==> config.mk <==
export PLATFORM = sky130hd
export DESIGN_NAME = fpu_pattern_engine
export DESIGN_NICKNAME = d
export VERILOG_FILES = /design/src/rtl/fpu_pattern_engine_pkg.sv /design/src/rtl/fpu_pattern_engine_fifo.sv /design/src/rtl/fpu_pattern_engine.sv
export SDC_FILE = /design/constraint.sdc
export NUM_CORES = 2
export LEC_CHECK = 0
export CELL_PAD_IN_SITES_DETAIL_PLACEMENT = 1
export CELL_PAD_IN_SITES_GLOBAL_PLACEMENT = 1
export CORE_ASPECT_RATIO = 2
export CORE_UTILIZATION = 30
export DETAILED_ROUTE_END_ITERATION = 6
export DONT_BUFFER_PORTS = 1
export GPL_ROUTABILITY_DRIVEN = 0
export HOLD_SLACK_MARGIN = 0.02
export PLACE_DENSITY = 0.58
export SETUP_SLACK_MARGIN = 0.05
export SYNTH_ARGS = -nofsm -noshare
export SYNTH_HDL_FRONTEND = slang
export SYNTH_SLANG_ARGS = --single-unit
export TNS_END_PERCENT = 30
==> constraint.sdc <==
create_clock -name Clock -period 8.95 [get_ports Clock]
set_input_delay 0.895 -clock Clock [delete_from_list [all_inputs] [get_ports Clock]]
set_output_delay 0.895 -clock Clock [all_outputs]
set_load 0.03 [all_outputs]
==> src/rtl/fpu_pattern_engine_pkg.sv <==
// ---------------------------------------------------------------------------
// fpu_pattern_engine_pkg
//   Shared types and constants for the FPU pattern engine: FSM state
//   encoding, operand-mode codes, the LFSR feedback mask, the saturating
//   counter helper and the bit layout of one capture record.
//
//   Capture record layout, MSB to LSB, for operand width w:
//     A [w] | B [w] | Sel [2] | round [2] | Error | Overflow | Y [w]
// ---------------------------------------------------------------------------
package fpu_pattern_engine_pkg;

  typedef enum logic [2:0] {
    ST_IDLE,
    ST_GEN,
    ST_ISSUE,
    ST_WAIT,
    ST_CAP,
    ST_DONE
  } state_t;

  localparam logic [1:0] MODE_LFSR  = 2'd0;
  localparam logic [1:0] MODE_WALK  = 2'd1;
  localparam logic [1:0] MODE_FIXED = 2'd2;
  localparam logic [1:0] MODE_RSVD  = 2'd3;

  // Right-shifting Galois form of x^32 + x^22 + x^2 + x + 1.
  localparam logic [31:0] LFSR_TAPS = 32'h8020_0003;

  localparam int CNT_W = 16;

  function automatic int rec_width(input int w);
    return 3 * w + 6;
  endfunction

  function automatic int rec_y_lsb(input int w);
    return (w > 0) ? 0 : 0;
  endfunction

  function automatic int rec_ovf_bit(input int w);
    return w;
  endfunction

  function automatic int rec_err_bit(input int w);
    return w + 1;
  endfunction

  function automatic int rec_round_lsb(input int w);
    return w + 2;
  endfunction

  function automatic int rec_sel_lsb(input int w);
    return w + 4;
  endfunction

  function automatic int rec_b_lsb(input int w);
    return w + 6;
  endfunction

  function automatic int rec_a_lsb(input int w);
    return 2 * w + 6;
  endfunction

  function automatic logic [CNT_W-1:0] sat_inc(input logic [CNT_W-1:0] v);
    return (v == {CNT_W{1'b1}}) ? v : v + CNT_W'(1);
  endfunction

endpackage

==> src/rtl/fpu_pattern_engine_fifo.sv <==
// ---------------------------------------------------------------------------
// fpu_pattern_engine_fifo
//   Show-ahead capture FIFO holding completed FPU operation records.
//
// Ports
//   Clock      in   rising-edge clock
//   Reset      in   synchronous, active-high; empties the FIFO
//   push       in   write push_data (refused when full)
//   push_data  in   record to store
//   pop        in   drop head entry (ignored when empty)
//   head       out  current head entry, valid while empty==0
//   full       out  count == DEPTH
//   empty      out  count == 0
//   count      out  occupancy, 0..DEPTH
//
// Full/empty come straight from the registered count, so a pop on a full
// FIFO only frees the slot for a push on the following cycle.
// ---------------------------------------------------------------------------
module fpu_pattern_engine_fifo #(
  parameter int WIDTH_REC = 102,
  parameter int DEPTH     = 16
) (
  input  logic                     Clock,
  input  logic                     Reset,
  input  logic                     push,
  input  logic [WIDTH_REC-1:0]     push_data,
  input  logic                     pop,
  output logic [WIDTH_REC-1:0]     head,
  output logic                     full,
  output logic                     empty,
  output logic [$clog2(DEPTH):0]   count
);

  localparam int PW = $clog2(DEPTH);
  localparam int CW = PW + 1;

  logic [WIDTH_REC-1:0] mem [DEPTH];
  logic [PW-1:0]        wptr;
  logic [PW-1:0]        rptr;
  logic                 do_push;
  logic                 do_pop;

  assign full    = (count == CW'(DEPTH));
  assign empty   = (count == '0);
  assign do_push = push && !full;
  assign do_pop  = pop && !empty;
  assign head    = mem[rptr];

  // Pointers wrap naturally because DEPTH is a power of two.
  always_ff @(posedge Clock) begin
    if (Reset) begin
      wptr  <= '0;
      rptr  <= '0;
      count <= '0;
    end else begin
      if (do_push) wptr <= wptr + PW'(1);
      if (do_pop)  rptr <= rptr + PW'(1);
      case ({do_push, do_pop})
        2'b10:   count <= count + CW'(1);
        2'b01:   count <= count - CW'(1);
        default: count <= count;
      endcase
    end
  end

  always_ff @(posedge Clock) begin
    if (do_push) mem[wptr] <= push_data;
  end

endmodule

==> src/rtl/fpu_pattern_engine.sv <==
// ---------------------------------------------------------------------------
// fpu_pattern_engine
//   Stimulus/response engine for FPU bring-up. Generates operand pairs
//   (LFSR, walking-one or fixed), issues them with a one-cycle start pulse,
//   waits LATENCY cycles and captures {A,B,Sel,round,Error,Overflow,Y} into
//   a show-ahead FIFO for readout.
//
// Ports
//   Clock, Reset        clock; synchronous active-high reset
//   run                 start a campaign (only honoured in IDLE)
//   mode                0 LFSR, 1 walking-one, 2 fixed, 3 same as 0
//   num_ops             operations in the campaign (0 -> straight to DONE)
//   A, B, Sel, round    operands/controls to the FPU, held until capture
//   start               one-cycle issue pulse
//   Y, Error, Overflow  FPU response
//   rd_en               pop FIFO head
//   rd_valid, rd_data   FIFO head (show-ahead)
//   fifo_cnt            FIFO occupancy
//   busy, done          status; done pulses on DONE -> IDLE
//   op_cnt, err_cnt,    per-campaign statistics, saturating
//   ovf_cnt
//
// States
//   state    | meaning
//   ---------+-----------------------------------------------------------
//   ST_IDLE  | waiting for run
//   ST_GEN   | compute and load next operand pair, raise start
//   ST_ISSUE | start high for this cycle, arm latency counter
//   ST_WAIT  | count down FPU latency
//   ST_CAP   | push result when FIFO has room, else hold
//   ST_DONE  | campaign finished, pulse done on exit
// ---------------------------------------------------------------------------
module fpu_pattern_engine
  import fpu_pattern_engine_pkg::*;
#(
  parameter int          WIDTH   = 32,
  parameter int          DEPTH   = 16,
  parameter int          LATENCY = 4,
  parameter logic [31:0] SEED    = 32'hACE1_2468,
  parameter logic [31:0] FIX_A   = 32'h3F80_0000,
  parameter logic [31:0] FIX_B   = 32'h4000_0000
) (
  input  logic                        Clock,
  input  logic                        Reset,
  input  logic                        run,
  input  logic [1:0]                  mode,
  input  logic [15:0]                 num_ops,
  output logic [WIDTH-1:0]            A,
  output logic [WIDTH-1:0]            B,
  output logic [1:0]                  Sel,
  output logic [1:0]                  round,
  output logic                        start,
  input  logic [WIDTH-1:0]            Y,
  input  logic                        Error,
  input  logic                        Overflow,
  input  logic                        rd_en,
  output logic                        rd_valid,
  output logic [3*WIDTH+5:0]          rd_data,
  output logic [$clog2(DEPTH):0]      fifo_cnt,
  output logic                        busy,
  output logic                        done,
  output logic [15:0]                 op_cnt,
  output logic [15:0]                 err_cnt,
  output logic [15:0]                 ovf_cnt
);

  localparam int REC_W = rec_width(WIDTH);
  localparam int LAT_W = $clog2(LATENCY + 1);

  localparam logic [WIDTH-1:0] TAPS      = WIDTH'(LFSR_TAPS);
  localparam logic [WIDTH-1:0] SEED_W    = WIDTH'(SEED);
  // An all-zero LFSR would lock up, so a zero seed is replaced by 1.
  localparam logic [WIDTH-1:0] SEED_INIT = (SEED_W == '0) ? WIDTH'(1) : SEED_W;
  localparam logic [WIDTH-1:0] FIX_A_W   = WIDTH'(FIX_A);
  localparam logic [WIDTH-1:0] FIX_B_W   = WIDTH'(FIX_B);

  function automatic logic [WIDTH-1:0] lfsr_step(input logic [WIDTH-1:0] s);
    return s[0] ? ((s >> 1) ^ TAPS) : (s >> 1);
  endfunction

  state_t             state;
  logic [1:0]         mode_r;
  logic [15:0]        num_r;
  logic [15:0]        op_idx;
  logic [LAT_W-1:0]   wcnt;
  logic [WIDTH-1:0]   lfsr;

  logic [WIDTH-1:0]   lfsr_a;
  logic [WIDTH-1:0]   lfsr_b;
  logic [15:0]        walk_pos;
  logic [WIDTH-1:0]   walk_a;

  logic               fifo_full;
  logic               fifo_empty;
  logic               push;
  logic [REC_W-1:0]   push_data;

  assign lfsr_a   = lfsr_step(lfsr);
  assign lfsr_b   = lfsr_step(lfsr_a);
  assign walk_pos = op_idx % 16'(WIDTH);
  assign walk_a   = WIDTH'(1) << walk_pos;

  assign busy      = (state != ST_IDLE);
  assign push      = (state == ST_CAP) && !fifo_full;
  assign push_data = {A, B, Sel, round, Error, Overflow, Y};
  assign rd_valid  = !fifo_empty;

  always_ff @(posedge Clock) begin
    if (Reset) begin
      state   <= ST_IDLE;
      mode_r  <= MODE_LFSR;
      num_r   <= '0;
      op_idx  <= '0;
      wcnt    <= '0;
      lfsr    <= SEED_INIT;
      A       <= '0;
      B       <= '0;
      Sel     <= '0;
      round   <= '0;
      start   <= 1'b0;
      done    <= 1'b0;
      op_cnt  <= '0;
      err_cnt <= '0;
      ovf_cnt <= '0;
    end else begin
      start <= 1'b0;
      done  <= 1'b0;
      case (state)
        ST_IDLE: begin
          if (run) begin
            mode_r  <= mode;
            num_r   <= num_ops;
            op_idx  <= '0;
            op_cnt  <= '0;
            err_cnt <= '0;
            ovf_cnt <= '0;
            state   <= (num_ops == 16'd0) ? ST_DONE : ST_GEN;
          end
        end
        ST_GEN: begin
          case (mode_r)
            MODE_WALK: begin
              A <= walk_a;
              B <= ~walk_a;
            end
            MODE_FIXED: begin
              A <= FIX_A_W;
              B <= FIX_B_W;
            end
            MODE_LFSR, MODE_RSVD: begin
              // Two steps per op: A takes the first, B the second.
              A    <= lfsr_a;
              B    <= lfsr_b;
              lfsr <= lfsr_b;
            end
            default: begin
              A <= lfsr_a;
              B <= lfsr_b;
            end
          endcase
          Sel   <= op_idx[1:0];
          round <= op_idx[3:2];
          start <= 1'b1;
          state <= ST_ISSUE;
        end
        ST_ISSUE: begin
          wcnt  <= LAT_W'(LATENCY);
          state <= ST_WAIT;
        end
        ST_WAIT: begin
          wcnt <= wcnt - LAT_W'(1);
          if (wcnt == LAT_W'(1)) state <= ST_CAP;
        end
        ST_CAP: begin
          // While the FIFO is full we simply stay here; the FPU holds its
          // outputs, so the capture inputs are re-sampled every cycle.
          if (!fifo_full) begin
            op_cnt <= sat_inc(op_cnt);
            if (Error)    err_cnt <= sat_inc(err_cnt);
            if (Overflow) ovf_cnt <= sat_inc(ovf_cnt);
            op_idx <= op_idx + 16'd1;
            state  <= ((op_idx + 16'd1) == num_r) ? ST_DONE : ST_GEN;
          end
        end
        ST_DONE: begin
          done  <= 1'b1;
          state <= ST_IDLE;
        end
        default: state <= ST_IDLE;
      endcase
    end
  end

  fpu_pattern_engine_fifo #(
    .WIDTH_REC (REC_W),
    .DEPTH     (DEPTH)
  ) u_fifo (
    .Clock     (Clock),
    .Reset     (Reset),
    .push      (push),
    .push_data (push_data),
    .pop       (rd_en),
    .head      (rd_data),
    .full      (fifo_full),
    .empty     (fifo_empty),
    .count     (fifo_cnt)
  );

endmodule

==> results by group <==
Place
  – Post-placement cell area: 0.0747 sq mm
  – Worst setup slack after placement: 4.30 ns
  – Half-perimeter wire length after placement: 111 mm
  – I/O Buffers: 0

Floorplan
  – Io pins: 283
  – Die width: 345 um
  – Die area: 0.237 sq mm
  – Initial Utilization: 0.302
  – Std-Cell Core Area: 0.234 sq mm
  – Die Ht: 688 um
  – Rows: 251

Cells and area
  – Area delta synth->final: 14.4%
  – Fill cell count: 23,000
  – Final instance area: 0.0807 sq mm
  – Area of the multi-input gates: 0.0167 sq mm
  – Sequential Area: 0.0532 sq mm
  – Final net count: 3,640
  – Layout cells sized above 1: 0.250

STA
  – Final setup vio count: 0
  – Final WS setup: 3.70 ns
  – Crit path time final: 5.25 ns
  – RSZ-0062 raised after global routing: no
  – Peak Freq: 0.190 GHz
  – Slew HR: 0.134
  – Worst slew pin tran: 1.30 ns
  – Tcrit/Tclk final: 0.587
  – Final hold violation count: 0
  – Fin Clk Skew: 0.0826 ns
  – Slew Limit Fails: 0
  – Min Hold Slack: 0.162 ns
  – Setup TNS: 0 ns

Synth
  – Top FF cell, synth: edfxtp_1
  – Syn_area_per_cell: 20.4 sq um
  – Sequential cell area fraction in the yosys report: 0.753
  – Syn Nets: 3,537
  – Synth warnings: 0
  – Post-synth cell types: 60
  – Synth Register Bits: 1,839
  – FFs w/ async S/R, synth: 0
  – Mapped Cells: 3,458
  – Mapped Area: 0.0706 sq mm
  – Number of enable flip-flop cells after synthesis: 1,632

Worst setup path
  – Slowest cell on crit path: dfxtp_4
  – Critical path data arrival time: 4.36 ns
  – Most frequent CP cell: mux4_2
  – RR Endpoint: u_fifo.mem[11][95]
  – CP max FO: 101
  – CP startpoint kind: register
  – Slowest stage delay, CP: 1.07 ns
  – CP Capture Point: rd_data[42]
  – Crit path capture type: output pin
  – Worst path cell trace: buf_12 -> buf_4 -> mux4_2 -> mux4_2
  – Setup CP Type: reg2out
  – Depth of the worst register-to-register path: 7
  – Worst flop-to-flop path startpoint: state[2]
  – Critical Path RT: 8.06 ns
  – Setup slack, reg-to-reg: 4.67 ns

Clock tree
  – CTS Buffer Depth: 4
  – TritonCTS clock tree: done
  – CTS clock-pin slew for the worst setup and hold paths: 0.07 ns
  – Root Driver: clkbuf_16
  – Setup Fix Bufs, Post-CTS: 0
  – Worst-skew pair later-pin latency: 0.85 ns
  – Resized cells post-CTS: 0
  – TritonCTS Buffers: 178
  – Hold Buf Count CTS: 0
  – Sink Count: 1,839
  – # H-tree levels: 4

Power
  – Design Power: 17.9 mW
  – Sequential Power Share: 0.531
  – IR drop worst, VDD: 0.000144 V
  – Switching Fraction: 0.213
  – PD cells: 222 mW/mm^2
  – Power Internal: 14.1 mW
  – Clock Power Share: 0.439
  – Sw Pwr: 3.81 mW
  – Comb pwr share: 0.030
  – Leak: 24.2 nW

Global routing
  – Initial antenna violation count: 6
  – Vias in the first global route: 37,600
  – Global-route wire length before repair: 278 mm
  – GRT overflow: 0
  – Global-route usage over all layers: 0.165
  – Largest net degree at the start of global routing: 166

Min path
  – Hold path cells: 0
  – Hold Startpoint: Y[16]
  – Worst min path class: in2reg

Route
  – Via Count: 34,100
  – Pre-antenna DRT Iters: 5
  – Initial DRC count: 2,307
  – Drt wl/cell: 29.0 um
  – Post-detailed-route DRC marker count: 0
  – ANT nets after route: 0
  – DR vias/cell: 5.06
  – Wirelength, routed: 196 mm

Run status
  – Status: finished, final reports clean

Run
  – Max-cap viol count: 0
-- worst min-delay path by stage --
stage                        end
2_1_floorplan           lfsr[30]
3_3_place_gp            lfsr[30]
3_5_place_dp            lfsr[30]
4_1_cts                 num_r[1]
5_1_grt                 state[0]
6_report       u_fifo.mem[3][16]
-- cell usage after synthesis (3+ instances only) --
library cell | number | share of area
mux2i_1 | 3 | 0.00043
ha_1 | 22 | 0.0039
nor3_1 | 28 | 0.0020
or3_1 | 7 | 0.00062
inv_1 | 26 | 0.0014
a32oi_1 | 3 | 0.00037
o21ai_0 | 22 | 0.0016
and2_1 | 6 | 0.00053
a22oi_1 | 13 | 0.0014
a221oi_1 | 7 | 0.00087
nand2b_1 | 6 | 0.00053
a311oi_1 | 14 | 0.0017
a21o_1 | 3 | 0.00032
buf_1 | 33 | 0.0018
or2_2 | 3 | 0.00027
a222oi_1 | 7 | 0.00099
buf_2 | 24 | 0.0017
a211oi_1 | 25 | 0.0027
xnor2_1 | 53 | 0.0066
clkbuf_1 | 139 | 0.0074
nor2_1 | 152 | 0.0081
nor2b_1 | 10 | 0.00089
o211ai_1 | 5 | 0.00053
nand3_1 | 32 | 0.0023
nor4_1 | 9 | 0.00080
o31ai_1 | 7 | 0.00074
a31oi_1 | 14 | 0.0012
a21oi_1 | 131 | 0.0093
edfxtp_1 | 1632 | 0.69
nand3b_1 | 13 | 0.0014
a2111oi_0 | 5 | 0.00062
dfxtp_1 | 207 | 0.059
xor2_1 | 17 | 0.0021
nand4_1 | 30 | 0.0027
and3_1 | 11 | 0.00098
mux4_2 | 510 | 0.16
nor3b_1 | 5 | 0.00053
nand2_1 | 187 | 0.0099
and4_1 | 4 | 0.00050
or4_1 | 9 | 0.00096
-- area by class of cell --
type | count | area share
Timing Repair Buffer | 121 | 0.0127
Inverter | 27 | 0.00126
Clock inverter | 106 | 0.0161
Antenna cell | 4 | 0.000124
Multi-Input combinational cell | 1394 | 0.206
Sequential cell | 1839 | 0.659
Tap cell | 3036 | 0.0471
Clock buffer | 212 | 0.0577
-- through the flow --
stage / util / std cells
after floorplan: - / 3458
after global routing: 0.345 / 6736
final: 0.345 / 6739
after detailed placement: 0.320 / 6417
after CTS: 0.345 / 6735
after global placement: 0.320 / 6417
-- kinds of logic after synthesis --
| kind of cell | synth area share |
|---|---|
| buffers and inverters | 0.0125 |
| flip-flops | 0.753 |
| AO/OA/AOI/OAI | 0.0237 |
| AND/OR/NAND/NOR | 0.0344 |
| multiplexers | 0.163 |
| XOR/XNOR | 0.00869 |
| adder cells (fa/ha/maj) | 0.00418 |
-- metal layers --
metal | routed length (um) | vias up | track usage
li1 | - | 14400 | -
met1 | 73700 | 18700 | 0.186
met2 | 105000 | 760 | 0.303
met3 | 10900 | 264 | 0.0372
met4 | 5440 | 2 | 0.0489
met5 | 8 | - | 0
-- power groups by stage --
stage	Combinational, mW	Sequential, mW	Clock [mW]
2_1_floorplan	0.304	9.72	0
3_3_place_gp	0.551	9.69	0
3_5_place_dp	0.561	9.70	0
4_1_cts	0.562	9.51	8.10
5_1_grt	0.590	9.52	8.34
6_report	0.541	9.51	7.86
-- registers in the layout, indices dropped and copies added, names as in the netlist, 3 cells and up, named ones only --
signal	cells
A	32
ovf_cnt	16
state	3
u_fifo.count	5
lfsr	32
u_fifo.wptr	4
err_cnt	16
op_idx	16
u_fifo.rptr	4
op_cnt	16
u_fifo.mem	1632
num_r	16
B	32
wcnt	3
-- layout by cell type, fill, tap and decap left out, types with 10 or more instances in the layout --
cell type,n
clkinv_2,23
buf_4,112
nand2_1,187
dfxtp_1,203
nor2b_1,10
clkbuf_1,30
inv_1,26
mux4_2,510
a311oi_1,14
nand3_1,32
xnor2_1,53
o21ai_0,22
and3_1,11
clkbuf_16,181
bufinv_16,28
a22oi_1,13
nand4_1,30
a211oi_1,25
nor2_4,13
nor2_1,138
edfxtp_1,1632
ha_1,22
nor3_1,24
clkinv_1,31
a21oi_1,131
xor2_1,17
a31oi_1,14
nand3b_1,13
-- critical path: cells and delay by family, from the launching register on --
kind,cells,cell delay (ns)
mux,2,1.19
flops,1,1.07
buf+inv,2,1.14
(Power assumes the default switching activity.)
